===== src/rtl/io_ram.sv =====
// rtl/io_ram.sv - parametrised data RAM with switch input port, LED register and clearing sweep
module io_ram #(
  parameter int WIDTH          = 8,
  parameter int DEPTH          = 8,
  localparam int AW            = $clog2(DEPTH),
  parameter int IN_ADDR        = 0,
  parameter int OUT_ADDR       = 3,
  parameter bit CLEAR_ON_RESET = 1'b1
) (
  input  logic             Clock,
  input  logic             nReset,
  input  logic             nw,
  input  logic [AW-1:0]    addr1,
  input  logic [AW-1:0]    addr2,
  input  logic [WIDTH-1:0] Wdata_ram,
  input  logic [WIDTH-1:0] usr_input,
  output logic [WIDTH-1:0] Rdata1,
  output logic [WIDTH-1:0] Rdata2,
  output logic [WIDTH-1:0] LED,
  output logic             ready,
  output logic             in_changed
);

  localparam logic [AW-1:0] L_LAST  = AW'(DEPTH - 1);
  localparam logic [AW-1:0] L_IN    = AW'(IN_ADDR);
  localparam logic [AW-1:0] L_OUT   = AW'(OUT_ADDR);
  localparam logic [AW:0]   L_DEPTH = (AW+1)'(DEPTH);

  typedef enum logic {
    S_CLEAR = 1'b0,
    S_RUN   = 1'b1
  } state_t;

  state_t           r_state;
  state_t           w_state_nxt;
  logic [AW-1:0]    r_clr_ptr;
  logic [AW-1:0]    w_clr_ptr_nxt;
  logic             w_clr_we;
  logic             w_run_we;
  logic             w_addr1_ok;
  logic             r_ready;
  logic [WIDTH-1:0] r_led;
  logic [WIDTH-1:0] r_sync1;
  logic [WIDTH-1:0] r_sync2;
  logic [WIDTH-1:0] r_sync3;
  logic             r_in_changed;
  logic [WIDTH-1:0] r_mem [DEPTH];

  // A write lands only on a real RAM word: inside the array and not the switch port.
  assign w_addr1_ok = ({1'b0, addr1} < L_DEPTH) && (addr1 != L_IN);
  assign w_run_we   = (r_state == S_RUN) && !nw && w_addr1_ok;

  // Next-state logic: walk the clear pointer over every word, then hand over to RUN.
  always_comb begin
    w_state_nxt   = r_state;
    w_clr_ptr_nxt = r_clr_ptr;
    w_clr_we      = 1'b0;
    case (r_state)
      S_CLEAR: begin
        if (CLEAR_ON_RESET) begin
          w_clr_we = 1'b1;
          if (r_clr_ptr == L_LAST) begin
            w_state_nxt = S_RUN;
          end else begin
            w_clr_ptr_nxt = r_clr_ptr + 1'b1;
          end
        end else begin
          w_state_nxt = S_RUN;
        end
      end
      S_RUN: begin
        w_state_nxt = S_RUN;
      end
      default: begin
        w_state_nxt = S_CLEAR;
      end
    endcase
  end

  // State register, clear pointer and ready flag; ready tracks entry into RUN.
  always_ff @(posedge Clock or negedge nReset) begin
    if (!nReset) begin
      r_state   <= S_CLEAR;
      r_clr_ptr <= '0;
      r_ready   <= 1'b0;
    end else begin
      r_state   <= w_state_nxt;
      r_clr_ptr <= w_clr_ptr_nxt;
      r_ready   <= (w_state_nxt == S_RUN);
    end
  end

  // Storage array: sweep writes zero, normal writes take the CPU data.
  always_ff @(posedge Clock) begin
    if (w_clr_we) begin
      r_mem[r_clr_ptr] <= '0;
    end else if (w_run_we) begin
      r_mem[addr1] <= Wdata_ram;
    end
  end

  // LED register mirrors every accepted write to the output address.
  always_ff @(posedge Clock or negedge nReset) begin
    if (!nReset) begin
      r_led <= '0;
    end else if (w_run_we && (addr1 == L_OUT)) begin
      r_led <= Wdata_ram;
    end
  end

  // Switch synchroniser plus one extra stage used only for change detection.
  always_ff @(posedge Clock or negedge nReset) begin
    if (!nReset) begin
      r_sync1 <= '0;
      r_sync2 <= '0;
      r_sync3 <= '0;
    end else begin
      r_sync1 <= usr_input;
      r_sync2 <= r_sync1;
      r_sync3 <= r_sync2;
    end
  end

  // Change pulse, held off until the memory is usable.
  always_ff @(posedge Clock or negedge nReset) begin
    if (!nReset) begin
      r_in_changed <= 1'b0;
    end else begin
      r_in_changed <= r_ready && (r_sync2 != r_sync3);
    end
  end

  // Combinational read ports; the switch address shadows the RAM word there.
  assign Rdata1 = !r_ready                    ? '0      :
                  (addr1 == L_IN)             ? r_sync2 :
                  ({1'b0, addr1} < L_DEPTH)   ? r_mem[addr1] : '0;
  assign Rdata2 = !r_ready                    ? '0      :
                  (addr2 == L_IN)             ? r_sync2 :
                  ({1'b0, addr2} < L_DEPTH)   ? r_mem[addr2] : '0;

  assign LED        = r_led;
  assign ready      = r_ready;
  assign in_changed = r_in_changed;

endmodule


===== config.mk =====
export PLATFORM = sky130hd
export DESIGN_NAME = io_ram
export DESIGN_NICKNAME = d
export VERILOG_FILES = /design/src/rtl/io_ram.sv
export SDC_FILE = /design/constraint.sdc
export NUM_CORES = 1
export LEC_CHECK = 0
export CAP_MARGIN = 15
export CORE_MARGIN = 2
export CORE_UTILIZATION = 62
export CTS_BUF_LIST = sky130_fd_sc_hd__clkbuf_2
export DETAILED_ROUTE_END_ITERATION = 8
export GPL_TIMING_DRIVEN = 1
export PLACE_DENSITY = 0.88
export SETUP_SLACK_MARGIN = 0.05
export SLEW_MARGIN = 20
export SYNTH_ARGS = -nofsm -noshare
export SYNTH_HDL_FRONTEND = slang
export SYNTH_SLANG_ARGS = --single-unit
export TNS_END_PERCENT = 30

===== constraint.sdc =====
create_clock -name Clock -period 3.85 [get_ports Clock]
set_clock_uncertainty 0.2 [all_clocks]
set_input_delay 1.155 -clock Clock [delete_from_list [all_inputs] [get_ports Clock]]
set_output_delay 1.155 -clock Clock [all_outputs]
set_load 0.01 [all_outputs]

# After elaboration in Yosys (flattened, before gate mapping)
# Memories as Yosys holds them, arrays and structs flattened.
# Cells that the tools add are included.
# Widths: inputs -> output; s select.
classes:
  n_addsub: 1
  mul: 0
  div_mod_pow: 0
  n_lt_le_gt_ge: 0
  eq_ne: 3
  n_shift: 0
  n_mux: 13
  n_bitwise: 2
  n_reduce_logical: 10
ops:
  columns: ["cell", "n"]
  rows:
  - ["$mux 8", 5]
  - ["$ne 8x8->1", 1]
  - ["$reduce_or 8->1", 1]
  - ["$logic_not 3->1", 2]
  - ["$mux 1", 6]
  - ["$logic_and 1x1->1", 4]
  - ["$add 3x1->3 const B", 1]
  - ["$eq 3x2->1 const B", 1]
  - ["$eq 3x3->1 const B", 1]
  - ["$mux 3", 1]
  - ["$reduce_bool 3->1", 1]
  - ["$not 1->1", 2]
  - ["$pmux 1 s2", 1]
  - ["$reduce_and 2->1", 1]
  - ["$logic_not 1->1", 1]
word_totals:
  reg_bits: 37
  latch_bits: 0
  ramBits: 64
  mem_bits_ro: 0
  wordCells: 37
  mem_count: 1
mem_list:
  columns: ["memory", "depth", "word_bits", "read_ports", "rd_ports_with_merged_regs", "write_ports", "line", "rtl"]
  rows:
  - ["r_mem", 8, 8, 2, 0, 1, "47", "logic [WIDTH-1:0] r_mem [DEPTH];"]

# Depth between registers and ports, before layout
depth:
  word_depth: 8
  depth_mapped: 5

# Worst setup path after synthesis
# No wires, ideal clock.
synth_path:
  kind: "in2out"
  startpoint: "in addr1[0]"
  endpoint: "out Rdata1[1]"
  t_arrival_ns: 2.144
  slack_ns: 0.351
  cell_stages: 5
  path_buffers: 2
  cell_sequence: "buf_6 > buf_12 > mux2i_1 > mux4_2 > nor2_1"
synth_via:
  elab_chain_cells: 3
  elab_cells_between_ends: 4
  classes_between: "mux: 2; reduce/logical: 1; memory: 1"
synth_rtl:
  columns: ["item", "line", "rtl"]
  rows:
  - ["from (decl)", "13", "input logic [AW-1:0] addr1,"]
  - ["$mem_v2 8x8 or $logic_not 3->1 (tied branches)", null, null]
  - ["$mux 8 (*)", "135", "(addr1 == L_IN) ? r_sync2 :"]
  - ["$mux 8 (*)", "134", "assign Rdata1 = !r_ready ? '0 :"]
  - ["to (decl)", "17", "output logic [WIDTH-1:0] Rdata1,"]
# Mark *: on every way between the ends. The rest lies on a longest branch, timed or not.

# Final worst setup path
layout_path:
  startpoint: "in addr1[0]"
  endpoint: "out Rdata1[4]"
# The elaborated chain is that of the path after synthesis.

==> metrics.txt <==
# TYPE chip_impl_metric gauge
chip_impl_info{name="outcome",value="finished clean"} 1
chip_impl_info{name="reg2reg_from",value="ready"} 1
chip_impl_info{name="setup.worst_path.start",value="addr1[0]"} 1
chip_impl_info{name="mostFrequentLayoutCell",value="sky130_fd_sc_hd__edfxtp_1"} 1
chip_impl_metric{name="max-vdd-ir-drop",unit="mV"} 0.2643
chip_impl_metric{name="detailedPlacementHpwl",unit="um"} 6163
chip_impl_info{name="cp-start-kind",value="input pin"} 1
chip_impl_metric{name="ys_ff_latch",unit=""} 93
chip_impl_metric{name="worst_path_largest_cell_delay",unit="ns"} 0.45
chip_impl_metric{name="syn_to_final_growth",unit="%"} 21.57
chip_impl_metric{name="total_area_of_multi_input_combinational_cells",unit="um^2"} 1423
chip_impl_metric{name="sequentialPowerShare",unit="%"} 61.3
chip_impl_metric{name="die_width",unit="um"} 85.95
chip_impl_metric{name="power.share.clock",unit="%"} 22.4
chip_impl_info{name="critical_path.endpoint_type",value="primary output"} 1
chip_impl_info{name="cell_with_the_largest_stage_delay_on_the_worst_path",value="sky130_fd_sc_hd__mux4_2"} 1
chip_impl_metric{name="wire_per_inst",unit="um"} 22.74
chip_impl_metric{name="syn-cell-area",unit="um^2"} 4164
chip_impl_metric{name="worst_hold_path.num_cells",unit=""} 0
chip_impl_metric{name="initialDrtViolationCount",unit=""} 195
chip_impl_info{name="cts_root_buf",value="sky130_fd_sc_hd__clkbuf_2"} 1
chip_impl_metric{name="postRouteWirelength",unit="um"} 9004
chip_impl_metric{name="num_vias",unit=""} 2440
chip_impl_info{name="cts_tree",value="done"} 1
chip_impl_metric{name="grt_max_degree",unit=""} 38
chip_impl_metric{name="finalHoldViolCount",unit=""} 0
chip_impl_metric{name="placedCellCount",unit=""} 370
chip_impl_metric{name="number_of_vias_per_cell",unit=""} 6.162
chip_impl_metric{name="seq_area",unit="um^2"} 2608
chip_impl_metric{name="net_sw_power",unit="mW"} 0.4733
chip_impl_metric{name="largest_buffer_count_on_any_clock_path",unit=""} 2
chip_impl_metric{name="comb_power_share",unit="%"} 16.3
chip_impl_metric{name="final.min_clock_period",unit="ns"} 3.794
chip_impl_info{name="cp_top_family",value="buffers and inverters"} 1
chip_impl_metric{name="xor_and_xnor_fraction_of_the_mapped_netlist_area",unit="%"} 1.893
chip_impl_metric{name="final_max_slew_violation_count",unit=""} 0
chip_impl_info{name="unrepaired_setup_endpoints_after_global_routing",value="true"} 1
chip_impl_metric{name="drcViolationCount",unit=""} 0
chip_impl_metric{name="grt_antenna_before_repair",unit=""} 0
chip_impl_metric{name="die_h",unit="um"} 85.95
chip_impl_metric{name="worstPathBufferInverterCount",unit=""} 3
chip_impl_metric{name="grt.total_usage",unit="%"} 27.05
chip_impl_metric{name="final_antenna_net_count",unit=""} 0
chip_impl_metric{name="complex_gate_fraction_of_the_synthesized_area",unit="%"} 1.653
chip_impl_metric{name="layoutNonFillerInstCount",unit=""} 396
chip_impl_metric{name="syn_avg_cell_area",unit="um^2"} 18.03
chip_impl_metric{name="p_int",unit="mW"} 1.364
chip_impl_metric{name="vias_in_the_first_global_route",unit=""} 2658
chip_impl_metric{name="h-tree-depth",unit=""} 3
chip_impl_metric{name="clk-insertion-delay-late",unit="ns"} 0.55
chip_impl_metric{name="share_of_the_clock_period_used_by_the_worst_path",unit="%"} 98.54
chip_impl_metric{name="fmax",unit="MHz"} 263.6
chip_impl_metric{name="slew_headroom",unit="%"} 45.29
chip_impl_metric{name="finalCoreUtilization",unit="%"} 78.82
chip_impl_metric{name="post_synth_num_cell_types",unit=""} 28
chip_impl_metric{name="drive_gt1_share",unit="%"} 32.92
chip_impl_info{name="critical_path_class",value="input pin to primary output"} 1
chip_impl_metric{name="clock_sink_count",unit=""} 93
chip_impl_info{name="worstHoldStart",value="r_sync1[5]"} 1
chip_impl_metric{name="cts-buffers-inserted",unit=""} 9
chip_impl_metric{name="synth_simple_gate_area_share",unit="%"} 4.627
chip_impl_metric{name="worstPathArrival",unit="ns"} 2.44
chip_impl_metric{name="cp_data_required_time",unit="ns"} 2.49
chip_impl_info{name="crit_chain",value="buf_4, buf_16, mux2i_1, mux4_2, nor2_1, dlygate4sd2_1"} 1
chip_impl_metric{name="globalplace.congestion",unit=""} 0.8639
chip_impl_metric{name="die_area",unit="um^2"} 7387
chip_impl_metric{name="leak",unit="nW"} 2.089
chip_impl_metric{name="filler_cell_count",unit=""} 362
chip_impl_metric{name="worst-r2r-cell-count",unit=""} 5
chip_impl_metric{name="grt_ovf",unit=""} 0
chip_impl_info{name="layout_common_cells",value="sky130_fd_sc_hd__edfxtp_1 (56), sky130_fd_sc_hd__dfrtp_1 (37), sky130_fd_sc_hd__clkdlybuf4s50_1 (28), sky130_fd_sc_hd__buf_4 (28), sky130_fd_sc_hd__mux4_2 (25)"} 1
chip_impl_metric{name="io-pin-count",unit=""} 51
chip_impl_metric{name="crit_cells",unit=""} 6
chip_impl_info{name="type_of_the_most_critical_hold_path",value="flop to flop"} 1
chip_impl_metric{name="placementRows",unit=""} 29
chip_impl_metric{name="grt_first_pass_wirelength",unit="um"} 14340
chip_impl_metric{name="fp.coreArea",unit="um^2"} 6422
chip_impl_metric{name="cts.clk_slew.worst_paths",unit="ns"} 0.24
chip_impl_metric{name="power_per_cell_area",unit="nW/um^2"} 362.9
chip_impl_metric{name="final_nets",unit=""} 341
chip_impl_metric{name="power_switching_share",unit="%"} 25.76
chip_impl_metric{name="portBuffers",unit=""} 50
chip_impl_metric{name="start_util",unit="%"} 64.84
chip_impl_metric{name="critical_path.max_fanout",unit=""} 9
chip_impl_metric{name="cap_viol_max_count",unit=""} 0
chip_impl_metric{name="worst_slew_pin_slew",unit="ns"} 0.8207
chip_impl_metric{name="synthesis.nets",unit=""} 258
chip_impl_metric{name="setup_viol",unit=""} 0
chip_impl_metric{name="yosysSeqAreaShare",unit="%"} 62.62
chip_impl_metric{name="num_antenna_cells",unit=""} 0
chip_impl_info{name="dominant_combinational_cell_family_by_area_after_synthesis",value="multiplexers"} 1
chip_impl_metric{name="yosys_warnings",unit=""} 0
chip_impl_metric{name="drt_pass1_iterations",unit=""} 4
chip_impl_metric{name="syn_inst",unit=""} 231
chip_impl_metric{name="yosys.area_share.adder",unit="%"} 0.6010
chip_impl_metric{name="synth.mux.area_fraction",unit="%"} 25.39
==> worst register-to-register path: stages (launching register included) <==
cell and delay [ns]:
sky130_fd_sc_hd__dfrtp_1 0.49, sky130_fd_sc_hd__and2b_1 0.32, sky130_fd_sc_hd__o21ai_0 0.20, sky130_fd_sc_hd__a22o_1 0.25
sky130_fd_sc_hd__nor3_1 0.50, sky130_fd_sc_hd__buf_4 0.27
==> stage by stage <==
step | total power [mW] | TNS, ns | hold slack (ns) | area [um^2] | setup slack [ns]
after floorplan | 1.292 | 0 | 0.1312 | 4164 | 0.3511
after global placement | 1.429 | -9.228 | 0.1339 | 4887 | -0.6323
after detailed placement | 1.436 | -9.505 | 0.1379 | 4887 | -0.6648
after CTS | 1.845 | 0 | 0.1864 | 5072 | 0.05082
after global routing | 1.911 | 0 | 0.1955 | 5062 | 0.01134
final | 1.837 | 0 | 0.1810 | 5062 | 0.05615
==> worst paths after layout <==
kind	slack (ns)	end
min in group asynchronous	0.46	r_sync2[5]
hold reg to reg	0.18	r_sync2[5]
setup / recovery	0.06	Rdata1[4]
hold / removal	0.18	r_sync2[5]
max in group asynchronous	2.48	LED[0]
setup reg to reg	1.34	r_mem[2][0]
==> synth_stat cells <==
| cell type | count | area (um^2) |
|---|---|---|
| sky130_fd_sc_hd__edfxtp_1 | 56 | 1682 |
| sky130_fd_sc_hd__dfrtp_1 | 37 | 925.9 |
| sky130_fd_sc_hd__mux4_2 | 25 | 563.0 |
| sky130_fd_sc_hd__mux2i_1 | 22 | 220.2 |
| sky130_fd_sc_hd__nor2_1 | 19 | 71.32 |
| sky130_fd_sc_hd__xor2_1 | 9 | 78.83 |
| sky130_fd_sc_hd__and2_1 | 8 | 50.05 |
| sky130_fd_sc_hd__mux2_4 | 8 | 120.1 |
| sky130_fd_sc_hd__buf_6 | 7 | 78.83 |
| sky130_fd_sc_hd__nor3_1 | 7 | 35.03 |
| sky130_fd_sc_hd__mux4_1 | 5 | 131.4 |
| sky130_fd_sc_hd__buf_2 | 4 | 20.02 |
| sky130_fd_sc_hd__a22oi_1 | 3 | 22.52 |
| sky130_fd_sc_hd__a22o_1 | 2 | 17.52 |
| sky130_fd_sc_hd__clkbuf_1 | 2 | 7.510 |
| sky130_fd_sc_hd__ha_1 | 2 | 25.02 |
| sky130_fd_sc_hd__mux2_2 | 2 | 22.52 |
| sky130_fd_sc_hd__nor4_1 | 2 | 12.51 |
| sky130_fd_sc_hd__o21ai_0 | 2 | 10.01 |
| sky130_fd_sc_hd__a21oi_1 | 1 | 5.000 |
| sky130_fd_sc_hd__a31oi_1 | 1 | 6.260 |
| sky130_fd_sc_hd__and2b_1 | 1 | 7.510 |
| sky130_fd_sc_hd__and4b_1 | 1 | 10.01 |
| sky130_fd_sc_hd__buf_12 | 1 | 20.02 |
| sky130_fd_sc_hd__clkinv_1 | 1 | 3.750 |
| sky130_fd_sc_hd__inv_1 | 1 | 3.750 |
| sky130_fd_sc_hd__o21a_1 | 1 | 7.510 |
| sky130_fd_sc_hd__or2_2 | 1 | 6.260 |
==> power groups by stage <==
stage | clock network, mW | logic, mW | registers [mW]
2_1_floorplan | 0 | 0.144 | 1.15
3_3_place_gp | 0 | 0.285 | 1.14
3_5_place_dp | 0 | 0.292 | 1.14
4_1_cts | 0.418 | 0.301 | 1.13
5_1_grt | 0.458 | 0.321 | 1.13
6_report | 0.411 | 0.300 | 1.13
==> state kept, by name, indices dropped and copies added (netlist names) <==
signal and flops:
r_mem 56, LED 8, r_sync1 8, r_sync2 8, r_sync3 8, r_clr_ptr 3, in_changed 1, ready 1
==> cell type report <==
type / instances / share of cell area, %
Multi-Input combinational cell: 122 / 28.10
Timing Repair Buffer: 86 / 16.46
Sequential cell: 93 / 51.51
Clock buffer: 9 / 0.8898
Inverter: 2 / 0.1483
Tap cell: 77 / 1.903
Clock inverter: 7 / 0.9886
==> per-layer routing <==
metal  wire [um]  track usage, %
met5           0               0
met4         222           9.957
met3         574           7.026
met2        4621           45.31
met1        3585           34.34
==> logic make-up after synthesis <==
kind of cell,after synthesis
buffers and inverters,16
XOR/XNOR,9
AO/OA/AOI/OAI,10
flip-flops,93
AND/OR/NAND/NOR,39
adder cells (fa/ha/maj),2
multiplexers,62
==> what timing repair did <==
action,4_1_cts,5_1_grt
gates resized for setup,74,2
hold buffers,0,0
setup buffers,6,0
setup endpoints to repair,16,8
cloned,4,0
Note: power is estimated with default switching activity, not from simulation.
